===== config.mk =====
export PLATFORM = sky130hd
export DESIGN_NAME = reg_file_write_arbiter_flat
export DESIGN_NICKNAME = d
export VERILOG_FILES = /design/src/rtl/reg_file_write_arbiter_if.sv /design/src/rtl/reg_file_write_arbiter.sv /design/src/flat_wrapper.sv
export SDC_FILE = /design/constraint.sdc
export NUM_CORES = 1
export LEC_CHECK = 0
export BUFFER_PORTS_ARGS = -buffer_cell sky130_fd_sc_hd__buf_2
export CAP_MARGIN = 20
export CORE_AREA = 10 10 95 97
export CTS_CLUSTER_DIAMETER = 200
export CTS_CLUSTER_SIZE = 25
export DETAILED_ROUTE_END_ITERATION = 12
export DIE_AREA = 0 0 105 107
export PLACE_DENSITY = 0.72
export REMOVE_ABC_BUFFERS = 1
export SLEW_MARGIN = 15
export SYNTH_ARGS = -nofsm -noshare
export SYNTH_HDL_FRONTEND = slang
export SYNTH_SLANG_ARGS = --single-unit

===== constraint.sdc =====
create_clock -name clk -period 2.6 [get_ports clk]
set_input_delay 0.13 -clock clk [delete_from_list [all_inputs] [get_ports clk]]
set_output_delay 0.13 -clock clk [all_outputs]
set_load 0.1 [all_outputs]

===== src/rtl/reg_file_write_arbiter_if.sv =====
// Writeback bus between the requesters and the register-file write arbiter.
// Requester-side signals sit on the master modport. The arbiter uses the slave modport.
interface reg_file_write_arbiter_if #(
  parameter int NUM_REQ    = 3,
  parameter int SEL_WIDTH  = 4,
  parameter int DATA_WIDTH = 32
);
  logic                             freeze;
  logic [NUM_REQ-1:0]               req_valid;
  logic [NUM_REQ-1:0]               req_ready;
  logic [NUM_REQ*SEL_WIDTH-1:0]     req_sel;
  logic [NUM_REQ*DATA_WIDTH-1:0]    req_data;
  logic                             wr_en;
  logic [SEL_WIDTH-1:0]             wr_sel;
  logic [DATA_WIDTH-1:0]            wr_data;
  logic [SEL_WIDTH-1:0]             chk_sel;
  logic                             chk_hit;
  logic                             busy;

  modport master (
    output freeze, req_valid, req_sel, req_data, chk_sel,
    input  req_ready, wr_en, wr_sel, wr_data, chk_hit, busy
  );

  modport slave (
    input  freeze, req_valid, req_sel, req_data, chk_sel,
    output req_ready, wr_en, wr_sel, wr_data, chk_hit, busy
  );
endinterface


===== src/rtl/reg_file_write_arbiter.sv =====
// Round-robin arbiter that shares the register file's single write port.
// A granted write is registered and reaches the register file one cycle after the transfer.
// Optional macro FROST32_REG_WRITE_ARB_R0_DISCARD_EN: writes to register 0 handshake
// normally but are dropped, and pending-write checks of register 0 never hit.
module reg_file_write_arbiter #(
  parameter int NUM_REQ    = 3,
  parameter int SEL_WIDTH  = 4,
  parameter int DATA_WIDTH = 32
) (
  input logic                    clk,
  input logic                    rst,
  reg_file_write_arbiter_if.slave bus
);
  localparam int PTR_W = (NUM_REQ > 1) ? $clog2(NUM_REQ) : 1;

  logic [PTR_W-1:0]      last_grant;
  logic [PTR_W-1:0]      grant_idx;
  logic                  grant_any;
  logic [NUM_REQ-1:0]    ready;
  logic [SEL_WIDTH-1:0]  grant_sel;
  logic [DATA_WIDTH-1:0] grant_data;
  logic                  grant_keep;
  logic                  wr_en_q;
  logic [SEL_WIDTH-1:0]  wr_sel_q;
  logic [DATA_WIDTH-1:0] wr_data_q;
  logic                  hit;

  // Round-robin search starting just after the last granted requester.
  always_comb begin : arb
    int idx;
    idx       = 0;
    ready     = '0;
    grant_any = 1'b0;
    grant_idx = '0;
    for (int k = 1; k <= NUM_REQ; k++) begin
      idx = (int'(last_grant) + k) % NUM_REQ;
      if (!grant_any && bus.req_valid[idx]) begin
        grant_any = 1'b1;
        grant_idx = PTR_W'(idx);
      end
    end
    if (rst || bus.freeze) grant_any = 1'b0;
    if (grant_any) ready[grant_idx] = 1'b1;
  end

  // Select the granted requester's payload and decide whether it reaches the write port.
  always_comb begin
    grant_sel  = bus.req_sel[int'(grant_idx)*SEL_WIDTH +: SEL_WIDTH];
    grant_data = bus.req_data[int'(grant_idx)*DATA_WIDTH +: DATA_WIDTH];
`ifdef FROST32_REG_WRITE_ARB_R0_DISCARD_EN
    grant_keep = (grant_sel != '0);
`else
    grant_keep = 1'b1;
`endif
  end

  // Pointer and output register. They update only on a transfer. A discarded R0 write leaves sel/data held.
  always_ff @(posedge clk or posedge rst) begin
    if (rst) begin
      last_grant <= PTR_W'(NUM_REQ - 1);
      wr_en_q    <= 1'b0;
      wr_sel_q   <= '0;
      wr_data_q  <= '0;
    end else begin
      wr_en_q <= 1'b0;
      if (grant_any) begin
        last_grant <= grant_idx;
        if (grant_keep) begin
          wr_en_q   <= 1'b1;
          wr_sel_q  <= grant_sel;
          wr_data_q <= grant_data;
        end
      end
    end
  end

  // Pending-write lookup for stall logic: queued requests plus the write on the port.
  always_comb begin
    hit = 1'b0;
    for (int i = 0; i < NUM_REQ; i++) begin
      if (bus.req_valid[i] && (bus.req_sel[i*SEL_WIDTH +: SEL_WIDTH] == bus.chk_sel)) hit = 1'b1;
    end
    if (wr_en_q && (wr_sel_q == bus.chk_sel)) hit = 1'b1;
`ifdef FROST32_REG_WRITE_ARB_R0_DISCARD_EN
    if (bus.chk_sel == '0) hit = 1'b0;
`endif
  end

  assign bus.req_ready = ready;
  assign bus.wr_en     = wr_en_q;
  assign bus.wr_sel    = wr_sel_q;
  assign bus.wr_data   = wr_data_q;
  assign bus.chk_hit   = hit;
  assign bus.busy      = (|bus.req_valid) | wr_en_q;
endmodule


===== src/flat_wrapper.sv =====
// flat-port wrapper written by rule: the top's interface ports become plain ports
module reg_file_write_arbiter_flat 
#(
  parameter int NUM_REQ    = 3,
  parameter int SEL_WIDTH  = 4,
  parameter int DATA_WIDTH = 32
)
  (clk, rst, bus_freeze, bus_req_valid, bus_req_sel, bus_req_data, bus_chk_sel, bus_req_ready, bus_wr_en, bus_wr_sel, bus_wr_data, bus_chk_hit, bus_busy);
  reg_file_write_arbiter_if #(.NUM_REQ(NUM_REQ), .SEL_WIDTH(SEL_WIDTH), .DATA_WIDTH(DATA_WIDTH)) bus_i ();
  input logic clk;
  input logic rst;
  input wire logic [$bits(bus_i.freeze)-1:0] bus_freeze;
  input wire logic [$bits(bus_i.req_valid)-1:0] bus_req_valid;
  input wire logic [$bits(bus_i.req_sel)-1:0] bus_req_sel;
  input wire logic [$bits(bus_i.req_data)-1:0] bus_req_data;
  input wire logic [$bits(bus_i.chk_sel)-1:0] bus_chk_sel;
  output wire logic [$bits(bus_i.req_ready)-1:0] bus_req_ready;
  output wire logic [$bits(bus_i.wr_en)-1:0] bus_wr_en;
  output wire logic [$bits(bus_i.wr_sel)-1:0] bus_wr_sel;
  output wire logic [$bits(bus_i.wr_data)-1:0] bus_wr_data;
  output wire logic [$bits(bus_i.chk_hit)-1:0] bus_chk_hit;
  output wire logic [$bits(bus_i.busy)-1:0] bus_busy;
  assign bus_i.freeze = bus_freeze;
  assign bus_i.req_valid = bus_req_valid;
  assign bus_i.req_sel = bus_req_sel;
  assign bus_i.req_data = bus_req_data;
  assign bus_i.chk_sel = bus_chk_sel;
  assign bus_req_ready = bus_i.req_ready;
  assign bus_wr_en = bus_i.wr_en;
  assign bus_wr_sel = bus_i.wr_sel;
  assign bus_wr_data = bus_i.wr_data;
  assign bus_chk_hit = bus_i.chk_hit;
  assign bus_busy = bus_i.busy;
  reg_file_write_arbiter #(.NUM_REQ(NUM_REQ), .SEL_WIDTH(SEL_WIDTH), .DATA_WIDTH(DATA_WIDTH)) u_core (.clk(clk), .rst(rst), .bus(bus_i));
endmodule

Yosys cells after proc, flatten, opt, wreduce, memory -nomap -nowiden
Cells that the tools add are included. Widths: inputs -> output; s select.

$add $sub $neg: 3. Divide/modulo/power cells: 3. $lt $le $gt $ge: 5. Equal/unequal tests: 4. Shift operators: 2. Multiplexer cells: 24. Bitwise operators: 1. Reductions and logical operators: 11.

Operators by type and width (number): $lt 32x4->1 const B (3); $mod 32x3->32 const B (3); $shiftx 96x8->32 (1); $eq 4x4->1 (4); $mux 1 (16); $shiftx 12x5->4 (1); $logic_and 1x1->1 (7); $add 2x2->3 const B (2); $bmux 1 s2 (3); $mux 2 (3); $add 2x1->3 const B (1); $lt 2x3->1 const B (1); $mux 3 (1); $reduce_or 3->1 (1); $demux 1 s2 (1); $ge 2x1->1 const B (1); $logic_not 1->1 (2); $logic_or 1x1->1 (1); $or 1x1->1 (1).

Register bits after elaboration: 39. Input bits: 118. Output and inout port bits: 42. Logic and storage cells: 57.

Depth between registers and ports, before layout
Gate-level depths: netlist (run 1).

Depth in word-level cells: 17. Depth in mapped cells: 11. Depth with buffers taken out: 8.

Worst setup path before layout (run 1)
Ideal clock, no wire load.

Path type: reg-to-output. Start: register u_core.last_grant[1]. End: output bus_req_ready[1]. Arrival time: 3.252 ns. Required time: 2.470 ns. Slack: -0.782 ns. Cell stages (with the launch flop): 9. Path buffers: 3. Path through: dfstp_2 -> ha_1 -> buf_4 -> and3b_1 -> o21bai_4 -> o311ai_2 -> buf_6 -> buf_8 -> nor2b_1.

Word-level cells in the longest chain between the ends: 17. Elaborated cells on any way between the ends: 32. Classes of those cells: 3 x add/sub; 3 x div; 2 x order compare; 19 x mux; 5 x reduce/logical.

Ends and longest elaborated chain: start: declaration (RTL line reg_file_write_arbiter.sv:16) `logic [PTR_W-1:0] last_grant;`; start signal: assignment (RTL line reg_file_write_arbiter.sv:60) `last_grant <= PTR_W'(NUM_REQ - 1);`; start signal: assignment (RTL line reg_file_write_arbiter.sv:67) `last_grant <= grant_idx;`; $add 2x1->3 (RTL line reg_file_write_arbiter.sv:36) `idx = (int'(last_grant) + k) % NUM_REQ;`; $mod 32x3->32 (RTL line reg_file_write_arbiter.sv:36); $bmux 1 s2 (RTL line reg_file_write_arbiter.sv:37) `if (!grant_any && bus.req_valid[idx]) begin`; $mux 1 (not written as such) (2 in series) (RTL line reg_file_write_arbiter.sv:37); $mux 1 (RTL line reg_file_write_arbiter.sv:37); $logic_not 1->1 (RTL line reg_file_write_arbiter.sv:37); $logic_and 1x1->1 (RTL line reg_file_write_arbiter.sv:37); $mux 1 (RTL line reg_file_write_arbiter.sv:37); $logic_not 1->1 (RTL line reg_file_write_arbiter.sv:37); $logic_and 1x1->1 (RTL line reg_file_write_arbiter.sv:37); $mux 2 (RTL line reg_file_write_arbiter.sv:37); $lt 2x3->1 (not written as such) / $ge 2x1->1 (equally long branches) (RTL line reg_file_write_arbiter.sv:43) `if (grant_any) ready[grant_idx] = 1'b1;`; $logic_and 1x1->1 (not written as such) (RTL line reg_file_write_arbiter.sv:43); $mux 1 (not written as such) (RTL line reg_file_write_arbiter.sv:43); $demux 1 s2; $mux 3 * (RTL line reg_file_write_arbiter.sv:43); end: declaration (RTL line flat_wrapper.sv:17) `output wire logic [$bits(bus_i.req_ready)-1:0] bus_req_ready;`.

Mark *: on every way between the ends. The rest lies on a longest branch, timed or not. The select of a mux whose other input is x is not followed.

Worst setup path after layout (run 1)
Ends and elaborated chain as after synthesis.

==> flow_summary.ini, run 1 <==
[grt]
antenna_found_initial = 0
grt_pass1_vias = 2955
globalRouteTotalUtil_pct = 15.43
grt_max_degree = 38
overflow = 0
grt_first_pass_wirelength_mm = 14.74

[layout]
area_delta_synth_final_pct = 38.62
nets = 554
antenna_cells = 0
finalNonFillerCells = 532
stdcell_area_mm2 = 0.003862
layout-drive-gt1-share_pct = 51.50
final_util_pct = 54.12

[die]
row_count = 31
pin_count = 160
fp.coreArea_mm2 = 0.007137
initial_core_util_pct = 39.04
die_x_um = 105
fp.dieH_um = 107
dieArea_mm2 = 0.01124

[setup_path]
critPathRequiredTime_ns = 2.47
startpoint = u_core.last_grant[1]
path_class = reg -> out
crit_path_max_incr_delay_ns = 0.59
critPathArrivalTime_ns = 2.40
rr_startpoint = u_core.last_grant[1]
critPathBufInv = 2
endpoint_kind = output pin
cp_slowest_cell = dfstp_2
crit_path_start_kind = flop
crit_family = simple AND/OR/NAND/NOR gates
cp_max_fo = 4
crit_chain = inv_2 -> ha_4 -> or4b_4 -> a221oi_2 -> o21a_2 -> nand2b_4 -> nor2b_2 -> buf_12

[synth]
synth_seq_cells = 39
synth_top_cell_area_share_pct = 34.13
synthArstFlopShare_pct = 100.0
synth_top_family_by_area = compound AO/OA/AOI/OAI gates
synth_seq_area_share_pct = 35.07
synth_area_mm2 = 0.002786
yosysTopAreaCell = dfrtp_1
syn_area_per_cell_um2 = 10.21
synth_edf_count = 0
ys.flop_type = dfrtp_1
muxShareOfSynthArea_pct = 14.77
synth_cell_types = 41
synth_fa_ha_area_share_pct = 1.796
synth_compound_area_share_pct = 17.65
synthSimpleGateAreaFrac_pct = 17.33
synthXorXnorAreaFrac_pct = 5.029
synth_area_leaders = dfrtp_1, mux2i_1, o211ai_2, nand3_1, nand2_1
syn_inst = 273
yosys-top-cells-count = mux2i_1, nand3_1, dfrtp_1
ys_warn_count = 0

[routing]
dr.pass1.iters = 6
finalWirelength_mm = 8.914
wl_per_cell_um = 16.76
routed-via-count = 2667
vias_per_cell = 5.013
drtAntennaViolNets = 0
drt_iter0_markers = 124
drc = 0

[place]
dp_cells = 519
io_buffers = 159
place_area_mm2 = 0.003651
gp_congestion = 0.7385
dp_hpwl_mm = 7.052

[worst_hold_path]
min-delay-start = bus_req_data[65]
hold_path_class = in -> reg

[pwr]
power_density_mw_per_mm2 = 1603
finalPower_uw = 6193
irDropWorstVdd_mv = 0.7533
p_leak_uw = 0.001917

[timing]
timing_worst_slew_pin_value_ns = 0.6286
min_period_ns = 2.528
max_freq_mhz = 395.5
fin_skew_ns = 0.004360
slew_violations = 0
setup_viol = 0
slew_headroom_pct = 57.84
final.period_utilization_pct = 97.24
hold_violations = 0

[clocking]
cts_made_buffers = 5
path_clk_slew_ns = 0.07
clk_latency_ns = 0.28
clock-root-buffer = clkbuf_8
clock_path_buffers = 2
cts_tree = done
cts_htree_levels = 2
cts_sinks = 39

[run_status]
outcome = finished clean

[run]
maxCapViolations = 0
-- path summary, 6_finish.rpt --
| check | to | slack (ns) | depth (start not counted) |
|---|---|---|---|
| min in group asynchronous | u_core.bus.wr_data[22] | 0.40 | 3 |
| max | bus_req_ready[1] | 0.07 | 8 |
| max in group asynchronous | u_core.last_grant[1] | 1.47 | 4 |
| min | u_core.bus.wr_data[1] | 0.09 | 3 |
| min reg2reg | u_core.bus.wr_data[9] | 0.49 | 2 |
| max reg2reg | u_core.bus.wr_data[2] | 0.11 | 10 |
-- metrics by stage --
stage               hold WS, ns  setup slack (ns)  TNS (ns)
floorplan                0.2957            -2.560    -76.16
CTS                     0.08185          0.001101         0
global placement         0.1531            0.1833         0
detailed placement       0.1728            0.1126         0
global route            0.08329         -0.009944  -0.01598
finish                  0.08801           0.07184         0
-- area by class of cell --
class	count	area, µm²
tap	99	123.9
inverter	5	18.77
clock buffer	8	100.1
sequential	39	977.2
fill	675	3274
multi-input combinational	206	1654
timing repair buffer	175	988.4
-- cells by family (layout without fill, tap and decap cells) --
group,count (synthesis),in the layout
simple gates,99,99
compound gates,46,46
mux,41,41
flops,39,39
buf+inv,28,188
xor+xnor,16,16
fa+ha+maj,4,4
-- cells in the final DEF, fill, tap and decap left out, drive strengths merged, types with 3 or more instances in the layout --
master and count:
buf 174, nand3 40, mux2i 40, dfrtp 38, nand2 37, o211ai 36
xor2 12, clkbuf 8, xnor2 4, nor3 4, nor2b 4, inv 4
ha 4, nor2 3
-- power breakdown --
part | switching [µW] | internal [µW]
clock network | 202 | 242
registers | 173 | 899
logic | 3400 | 1280
-- state kept, by name, indices dropped and copies added, names as in the netlist --
| name | cells |
|---|---|
| u_core.bus.wr_en | 1 |
| u_core.bus.wr_data | 32 |
| u_core.bus.wr_sel | 4 |
| u_core.last_grant | 2 |
-- worst register-to-register path: cells and delay by family, from the launching register on --
family	cells	cell delay (ns)
adder cells (fa/ha/maj)	1	0.16
flip-flops	1	0.59
buffers and inverters	4	0.52
AND/OR/NAND/NOR	2	0.62
AO/OA/AOI/OAI	3	0.52
-- metal layers --
metal | global-route usage [%] | wire (µm)
met5 | 0 | 0
met4 | 2.647 | 57
met1 | 18.48 | 3787
met2 | 26.74 | 4496
met3 | 5.030 | 572
-- timing repair --
item                                    in CTS  in global routing
endpoints found under the setup margin       3                  7
endpoints found under the hold margin       16                  0
pin swaps                                    0                  4
setup buffers                                0                  4
hold buffers                                 1                  0
gates resized for setup                      4                 17
No activity file was read; power rests on OpenSTA's default activity.
==> inputs of run 2 (changes only) <==
CTS_BUF_LIST = sky130_fd_sc_hd__clkbuf_8   (was default)
PLACE_DENSITY = 0.77   (was 0.72)
==> run 2 against run 1 <==
  * Combinational power is 6.0% higher
  * Sequential cell count did not move
  * The flow now finishes with violations (setup timing)
  * Critical path type unchanged
  * Worst setup slack lost 0.072 ns
  * Global-route usage increased by 0.73 points
  * Non-clock buffer count up 9
==> flow_summary.ini, run 2 (same netlist as run 1, synthesis figures left out) <==
[timing]
slew_headroom_pct = 38.05
max_freq_mhz = 384.6
timing_worst_slew_pin_value_ns = 0.9236
min_period_ns = 2.600
fin_tns_setup_ns = -0.0004323
hold_violations = 0
fin_skew_ns = 0.01092
setup_viol = 1
slew_violations = 0
final.period_utilization_pct = 100.0
setup_slack_ns = -0.0004323
grt_setup_unrepaired = yes

[die]
dieArea_mm2 = 0.01124
initial_core_util_pct = 39.04
die_x_um = 105
pin_count = 160
fp.coreArea_mm2 = 0.007137
row_count = 31
fp.dieH_um = 107

[pwr]
p_leak_uw = 0.002001
finalPower_uw = 6636
irDropWorstVdd_mv = 0.9689
power_density_mw_per_mm2 = 1642

[setup_path]
reg2reg_slack_ns = 0.06
crit_path_start_kind = flop
rr_startpoint = u_core.last_grant[1]
critPathArrivalTime_ns = 2.47
cp_max_fo = 4
startpoint = u_core.last_grant[1]
path_class = reg -> out
critPathRequiredTime_ns = 2.47
endpoint_kind = output pin
ff2ff_path_depth = 10

[clocking]
cts_tree = done
path_clk_slew_ns = 0.08
cts_made_buffers = 5
cts_htree_levels = 2
cts_sinks = 39
clk_latency_ns = 0.29
clock-root-buffer = clkbuf_8
clock_path_buffers = 2

[layout]
stdcell_area_mm2 = 0.004043
area_delta_synth_final_pct = 45.08
multi_input_area_mm2 = 0.001684
finalNonFillerCells = 541
layout-drive-gt1-share_pct = 53.85
final_util_pct = 56.64
layout.cells.most_common_list = buf_2, nand3_1, nand2_1, mux2i_1, dfrtp_1
final_common_cell = buf_2
fill_cells = 678
regArea_um2 = 978.4
nets = 563
largest_reg_flops = 32
antenna_cells = 0

[routing]
routed-via-count = 2771
vias_per_cell = 5.122
drt_iter0_markers = 109
dr.pass1.iters = 4
wl_per_cell_um = 17.79
finalWirelength_mm = 9.625
drtAntennaViolNets = 0
drc = 0

[run_status]
violations = setup timing
outcome = complete, but fails checks

[grt]
globalRouteTotalUtil_pct = 16.16
grt_pass1_vias = 3088
grt_max_degree = 38
grt_first_pass_wirelength_mm = 15.07
gr-usage-met1_pct = 17.41
antenna_found_initial = 0
use_met2_pct = 30.55
overflow = 0
grt_busiest_layer = met2
gr-usage-met3_pct = 4.371

[place]
dp_cells = 519
io_buffers = 159
place_area_mm2 = 0.003679
gp_congestion = 0.7907
dp_hpwl_mm = 7.342

[worst_hold_path]
hold_path_class = in -> reg
whs_path_depth = 3
min-delay-start = bus_req_data[72]

[run]
maxCapViolations = 0
[run 2: cell count changes in the layout (fill, tap and decap cells not counted), moves of 2 or more]
cell,change
clkbuf_8,-2
bufinv_16,+2
buf_4,+4
buf_6,+3
o21ai_1,-2
[run 2: what timing repair did]
action,CTS,global route
hold buffers,1,0
cloned,1,0
endpoints found under the hold margin,23,0
pin swaps,3,3
resized for setup,9,17
buffers inserted,5,7
endpoints found under the setup margin,3,33
[run 2: stage by stage]
step / setup WS (ns) / hold WS [ns]
6_report: -0.0004323 / 0.08124
5_1_grt: -0.08398 / 0.07321
4_1_cts: -0.004323 / 0.06836
3_5_place_dp: 0.1473 / 0.2795
3_3_place_gp: 0.2214 / 0.2619
2_1_floorplan: -2.560 / 0.2957
[run 2: worst paths after layout]
path,end
worst min-delay path,u_core.bus.wr_data[8]
worst max register to register,u_core.bus.wr_data[15]
max in group asynchronous,u_core.bus.wr_data[27]
worst max-delay path,bus_req_ready[0]
worst min register to register,u_core.bus.wr_data[6]
min in group asynchronous,u_core.bus.wr_data[13]
[run 2: power by group]
| part | total (µW) | internal (µW) | leakage [µW] | switching [µW] |
|---|---|---|---|---|
| sequential | 1080 | 900 | 0.000483 | 182 |
| combinational | 4960 | 1480 | 0.00145 | 3470 |
| clock | 598 | 380 | 0.0000695 | 218 |
[run 2: worst max-delay path: stages, from the launching register on]
cell and delay (ns):
dfstp_2 0.61, ha_4 0.22, and3b_1 0.19, o21bai_4 0.21, o41ai_4 0.39, inv_2 0.07, buf_4 0.15, nand2b_4 0.10
nor2_2 0.06, buf_12 0.18
[run 2: area by class of cell]
cell class                 count  area share [%]
inverter                       5          0.4643
timing repair buffer         184           27.33
clock buffer                   5           1.702
multi-input combinational    206           41.66
sequential                    39           24.20
tap                           99           3.064
clock inverter                 3           1.578
[run 2: per-layer routing]
metal / part of all wire (%) / vias to the layer above
li1: - / 1319
met1: 38 / 1355
met2: 56 / 93
met3: 5.4 / 4
met4: 0.48 / 0
met5: 0 / -
